==> src/rtl/sha256_round_ctrl.sv <==
// Round sequencer for the SHA-256 compression datapath: INIT, 64 rounds, FINAL digest add.
// Optional build macro SHA_STEP_MODE_EN enables single-stepping rounds from the step_n button.
module sha256_round_ctrl #(
  parameter int unsigned ROUNDS    = 64,
  parameter int unsigned MSG_WORDS = 16
) (
  input  logic       clk,
  input  logic       Reset,
  input  logic       start,
  input  logic       first_block,
  input  logic       abort,
  input  logic       step_n,
  output logic       init_en,
  output logic       iv_sel,
  output logic       round_en,
  output logic [5:0] round,
  output logic [5:0] k_addr,
  output logic       w_sel,
  output logic       final_add,
  output logic       busy,
  output logic       finished,
  output logic [6:0] count_decrement
);

  localparam int unsigned RW = 6;
  localparam int unsigned CW = 7;

  typedef enum logic [2:0] {
    S_IDLE  = 3'd0,
    S_INIT  = 3'd1,
    S_ROUND = 3'd2,
    S_FINAL = 3'd3,
    S_DONE  = 3'd4
  } state_t;

  state_t          state_q, state_d;
  logic            step_pulse;

  logic            init_en_d, iv_sel_d, round_en_d, w_sel_d;
  logic            final_add_d, busy_d, finished_d;
  logic [RW-1:0]   round_d;
  logic [CW-1:0]   count_d;

`ifdef SHA_STEP_MODE_EN
  // Two-flop synchroniser plus history flop; a round advances on each high->low of step_n.
  logic [2:0] step_sync_q;

  always_ff @(posedge clk or negedge Reset) begin
    if (!Reset) step_sync_q <= 3'b111;
    else        step_sync_q <= {step_sync_q[1:0], step_n};
  end

  assign step_pulse = step_sync_q[2] & ~step_sync_q[1];
`else
  logic unused_step_n;
  assign unused_step_n = step_n;
  assign step_pulse    = 1'b1;
`endif

  // State register
  always_ff @(posedge clk or negedge Reset) begin
    if (!Reset) state_q <= S_IDLE;
    else        state_q <= state_d;
  end

  // Next-state logic; abort overrides every transition
  always_comb begin
    state_d = state_q;
    case (state_q)
      S_IDLE:  if (start) state_d = S_INIT;
      S_INIT:  state_d = S_ROUND;
      S_ROUND: if (round_en && (round == RW'(ROUNDS - 1))) state_d = S_FINAL;
      S_FINAL: state_d = S_DONE;
      S_DONE:  if (start) state_d = S_INIT;
      default: state_d = S_IDLE;
    endcase
    if (abort) state_d = S_IDLE;
  end

  // Output values for the next cycle, decoded from the next state
  always_comb begin
    init_en_d   = 1'b0;
    iv_sel_d    = iv_sel;
    round_en_d  = 1'b0;
    round_d     = '0;
    w_sel_d     = 1'b0;
    final_add_d = 1'b0;
    busy_d      = 1'b0;
    finished_d  = 1'b0;
    count_d     = '0;
    case (state_d)
      S_IDLE: iv_sel_d = 1'b0;
      S_INIT: begin
        init_en_d = 1'b1;
        busy_d    = 1'b1;
        iv_sel_d  = first_block;
        count_d   = CW'(ROUNDS);
      end
      S_ROUND: begin
        busy_d     = 1'b1;
        // round is 0 coming out of INIT, so this also covers entry
        round_d    = round + RW'(round_en);
        round_en_d = step_pulse;
        w_sel_d    = (round_d >= RW'(MSG_WORDS));
        count_d    = CW'(ROUNDS) - CW'(round_d);
      end
      S_FINAL: begin
        final_add_d = 1'b1;
        busy_d      = 1'b1;
      end
      S_DONE:  finished_d = 1'b1;
      default: iv_sel_d = 1'b0;
    endcase
  end

  // Output registers
  always_ff @(posedge clk or negedge Reset) begin
    if (!Reset) begin
      init_en         <= 1'b0;
      iv_sel          <= 1'b0;
      round_en        <= 1'b0;
      round           <= '0;
      w_sel           <= 1'b0;
      final_add       <= 1'b0;
      busy            <= 1'b0;
      finished        <= 1'b0;
      count_decrement <= '0;
    end else begin
      init_en         <= init_en_d;
      iv_sel          <= iv_sel_d;
      round_en        <= round_en_d;
      round           <= round_d;
      w_sel           <= w_sel_d;
      final_add       <= final_add_d;
      busy            <= busy_d;
      finished        <= finished_d;
      count_decrement <= count_d;
    end
  end

  // K-ROM address tracks the round register directly
  assign k_addr = round;

endmodule
==> config.mk <==
export PLATFORM = sky130hd
export DESIGN_NAME = sha256_round_ctrl
export DESIGN_NICKNAME = d
export VERILOG_FILES = /design/src/rtl/sha256_round_ctrl.sv
export SDC_FILE = /design/constraint.sdc
export NUM_CORES = 1
export LEC_CHECK = 0
export BUFFER_PORTS_ARGS = -buffer_cell sky130_fd_sc_hd__buf_2
export CAP_MARGIN = 30
export CORE_MARGIN = 4
export CORE_UTILIZATION = 45
export CTS_CLUSTER_SIZE = 40
export DETAILED_ROUTE_END_ITERATION = 16
export GPL_TIMING_DRIVEN = 0
export PLACE_DENSITY_LB_ADDON = 0.25
export REMOVE_ABC_BUFFERS = 1
export SLEW_MARGIN = 20
export SYNTH_ARGS = -nofsm -noshare
export SYNTH_HDL_FRONTEND = slang
export SYNTH_SLANG_ARGS = --single-unit
==> constraint.sdc <==
create_clock -name clk -period 2.1 [get_ports clk]
set_input_delay 0.42 -clock clk [delete_from_list [all_inputs] [get_ports clk]]
set_output_delay 0.42 -clock clk [all_outputs]
set_load 0.01 [all_outputs]
; ---- Yosys cells after proc, flatten, opt, wreduce, memory -nomap -nowiden
; Cells that the tools add are included.
[classes]
add_sub_neg = 2
order_cmp = 1
eq_ne = 9
n_mux = 13
n_reduce_logical = 5
[ops]
columns = op, count
row1 = case mux 7 bit (2 select lines), 1
row2 = == test 3 x 2 -> 1 bit (second input constant), 4
row3 = case mux 3 bit (4 select lines), 1
row4 = 2-to-1 mux 3 bit, 3
row5 = subtractor 7 x 6 -> 7 bit (first input constant), 1
row6 = adder 6 x 1 -> 6 bit, 1
row7 = == test 3 x 1 -> 1 bit (second input constant), 2
row8 = == test 3 bit (second input constant), 2
row9 = == test 6 bit (second input constant), 1
row10 = greater-or-equal comparator 6 x 5 -> 1 bit (second input constant), 1
row11 = 2-to-1 mux 1 bit, 6
row12 = 2-to-1 mux 6 bit, 1
row13 = OR reduction 3 bit, 2
row14 = logical NOT 3 bit, 1
row15 = case mux 1 bit (2 select lines), 1
row16 = OR reduction 2 bit, 1
row17 = logical AND 1 bit, 1
[word_totals]
register_bits = 23
inputBits = 6
output_inout_bits = 26
wordCells = 40

; ---- Longest topological paths before layout
[depth]
depth_word = 8
depth_mapped = 7
mapped_depth_nobuf = 7

; ---- Least setup slack after synthesis
; Ideal clock, no wire load.
[synth_timing]
kind = reg-to-reg
from = register round[0], in the netlist k_addr[0]
to = register count_decrement[5]
setup_time_ns = 0.072
t_arrival_ns = 1.664
t_required_ns = 2.028
setup_slack_ns = 0.364
path_stages_with_launch = 8
n_path_buf = 0
synth_period_minus_slack_ns = 1.736
cell_sequence = dfrtp_1 -> ha_1 -> ha_1 -> xnor2_1 -> and3_1 -> nand3_1 -> xor2_1 -> nor2_1
[synth_between]
elab_chain_len = 7
elab_cells_between_ends = 10
cone_classes = add/sub (2) / eq/ne (3) / mux (4) / reduce/logical (1)
[synth_rtl]
columns = item, line
row1 = from (decl), 16  ; output logic [5:0] round,
row2 = from (signal assigned), 132  ; round <= round_d;
row3 = branches (longest 6 deep; another with subtractor 7 x 6 -> 7 bit), -
row4 = case mux 7 bit (2 select lines) (*), 91  ; case (state_d)
row5 = via count_d[5], 42  ; logic [CW-1:0] count_d;
row6 = to (signal assigned), 137  ; count_decrement <= count_d;
row7 = to (decl), 22  ; output logic [6:0] count_decrement
; Mark *: on every way through the listed nets, which the timed path passes.
; A chain may end at the register's enable or synchronous reset.

; ---- Final worst setup path
; Same ends and word-level chain as after synthesis.

==> results.py <==
metrics = {
    "route": {
        "ant_nets": 0,
        "drt-pass1-iter-count": 3,
        "drt-initial-drc-count": 3,
        "wl_um": 1579,
        "drc": 0,
        "vias": 648,
        "vias_per_cell": 4.629,
        "wl_per_cell_um": 11.28,
    },
    "cts": {
        "htree_levels": 1,
        "root_buffer": "clkbuf_4",
        "cts.sinks": 22,
        "cts_inserted_buffers": 3,
        "cts_setup_buffers": 0,
        "path_clk_slew_ps": 110,
        "cts_tree": "done",
        "cts_hold_buf": 0,
        "cts_buffer_depth": 2,
        "clock_latency_ps": 290,
        "cts_resized": 0,
    },
    "floorplan": {
        "top_level_ports": 32,
        "num_rows": 16,
        "die_w_um": 54.90,
        "core_mm2": 0.002022,
        "die_area_mm2": 0.003013,
        "fp.dieH_um": 54.90,
        "initial_utilization_pct": 48.95,
    },
    "global_route": {
        "overflow": 0,
        "grt_usage_pct": 12.74,
        "grt_pass1_wl_um": 2594,
        "grt_max_degree": 23,
        "antenna_found_initial": 0,
        "grt_pass1_vias": 592,
    },
    "place": {
        "gp_congestion": 0.7011,
        "placed_area_mm2": 0.001106,
        "port_buffers": 30,
        "dp_hpwl_um": 1203,
    },
    "layout": {
        "fin_area_mm2": 0.001129,
        "fin_nets": 124,
        "drive_above_1_share_pct": 34.51,
        "diodes": 0,
        "syn_to_final_growth_pct": 14.03,
    },
    "worst_setup_path": {
        "cp_common_cell": "ha_1",
        "reg2reg_depth": 7,
        "max_stage_delay_ps": 430,
        "critPathSlowestCell": "dfrtp_1",
        "startpoint_type": "flip-flop",
        "end_kind": "flip-flop",
        "rrSetupSlack_ps": 230,
        "path_max_fanout": 5,
        "rr_startpoint": "k_addr[0]",
        "arrival_ps": 2100,
        "worstReg2RegEnd": "count_decrement[5]",
        "cp_data_required_time_ps": 2330,
        "path_class": "reg2reg",
        "path_cells": "ha_1 -> ha_1 -> xnor2_1 -> and3_1 -> nand3_1 -> xor2_1 -> nor2_1",
    },
    "timing": {
        "finalMaxSlewViolations": 0,
        "setup_viol": 0,
        "fin_setup_tns_ps": 0,
        "fin_worst_skew_ps": 4.606,
        "final.period_utilization_pct": 88.99,
        "slew_headroom_pct": 68.69,
        "rsz0062_at_grt": "false",
        "finalCriticalPeriod_ps": 1869,
        "timing.hold.ws_ps": 62.74,
        "fmax_mhz": 535.1,
        "tightestPinTransition_ps": 469.6,
        "hold_viol": 0,
    },
    "logic_synthesis": {
        "synth_seq_cells": 22,
        "netlist_instances": 89,
        "netlist_area_um2": 989.7,
        "seq_area_frac_synth_pct": 55.63,
        "ys_types": 24,
        "syn_area_per_cell_um2": 11.12,
        "synthesis.yosys.warnings": 0,
    },
    "power_and_ir_drop": {
        "p_leak_nw": 0.6250,
        "ir_worst_vdd_mv": 0.3152,
        "powerDensity_mw_per_mm2": 646.2,
    },
    "job": {
        "drv_cap": 0,
    },
    "run_status": {
        "status": "complete, no violations",
    },
    "hold_path": {
        "hold_path_class": "in2async",
    },
}
Yosys cell counts (all sizes together):
master,n,share of area (%)
a21oi,4,2.0
inv,6,2.3
clkbuf,1,0.38
nand2,3,1.1
or4b,1,1.0
dfrtp,22,56
nor4,1,1.3
nor2,15,5.7
buf,8,6.4
o21ai,2,1.0
xor2,4,3.5
nand4b,1,0.89
nand4,1,1.3
nand3,4,2.0
and3,1,0.63
nand3b,3,2.3
or2,1,0.89
or3,1,1.1
and2,1,0.63
o32ai,1,1.6
ha,3,3.8
xnor2,5,4.4
worst max-delay path, delay by kind of cell, from the launching register on:
family | cells | cell delay (ps)
xor+xnor | 2 | 490
fa+ha+maj | 2 | 450
flops | 1 | 430
simple gates | 3 | 440
cells by family after synthesis:
logic type	count (synthesis)	synth area share (%)
AO/OA/AOI/OAI	7	4.678
XOR/XNOR	9	7.964
adder cells (fa/ha/maj)	3	3.793
buffers and inverters	15	9.102
flip-flops	22	55.63
AND/OR/NAND/NOR	33	18.84
placed cells by master, fill, tap and decap left out:
cell type and n:
or2_4 1, o21ai_0 2, inv_2 1, o32ai_2 1, nor2_1 15, buf_2 30
nand2_1 3, dfrtp_1 22, xnor2_1 5, ha_1 3, xor2_1 4, or4b_1 1
inv_1 5, nand3b_1 3, and2_1 1, clkbuf_4 3, a21oi_1 4, nand4_2 1
and3_1 1, nand4b_1 1, nor4_2 1, nand3_1 4, or3_4 1
per-layer routing:
| layer | vias up | wire length (um) | global-route usage (%) |
|---|---|---|---|
| li1 | 334 | - | - |
| met1 | 290 | 735 | 16.67 |
| met2 | 20 | 709 | 19.09 |
| met3 | 4 | 99 | 2.413 |
| met4 | 0 | 35 | 8.502 |
| met5 | - | 0 | 0 |
worst max path at each step:
| stage | startpoint | endpoint | slack [ps] | cells after the start |
|---|---|---|---|---|
| final | k_addr[0] | count_decrement[5] | 230 | 7 |
| after global placement | round_en | count_decrement[5] | 260 | 7 |
| after detailed placement | k_addr[0] | count_decrement[5] | 240 | 7 |
| after global routing | round_en | count_decrement[5] | 100 | 7 |
| after CTS | k_addr[0] | count_decrement[5] | 230 | 7 |
| after floorplan | k_addr[0] | count_decrement[5] | 280 | 7 |
cell type report:
type	count	area (um2)
Multi-Input combinational cell	52	349.1
Sequential cell	22	550.5
Timing Repair Buffer	30	150.1
Tap cell	27	33.78
Inverter	6	22.52
Clock buffer	3	22.52
Fill cell	193	893.4
state kept, by name (all words and copies together), names as in the netlist:
register and count:
busy 1, count_decrement 6, final_add 1, finished 1, init_en 1, iv_sel 1
k_addr 6, round_en 1, state_q 3, w_sel 1
per-stage QoR:
step	instances	total power, W	setup slack [ps]	utilization (%)
floorplan	80	0.0005236	275.2	-
global placement	137	0.0005629	259.0	54.70
detailed placement	137	0.0005635	243.8	54.70
CTS	140	0.0007414	228.5	55.82
global route	140	0.0007740	104.8	55.82
finish	140	0.0007293	231.2	55.82
report_power, final:
part | total, W | internal (W) | leakage (nW) | switching (W)
Combinational | 0.000102 | 0.0000422 | 0.310 | 0.0000602
Sequential | 0.000451 | 0.000442 | 0.301 | 0.00000925
Clock | 0.000176 | 0.0000667 | 0.0138 | 0.000109
Note: power is estimated with default switching activity, not from simulation.
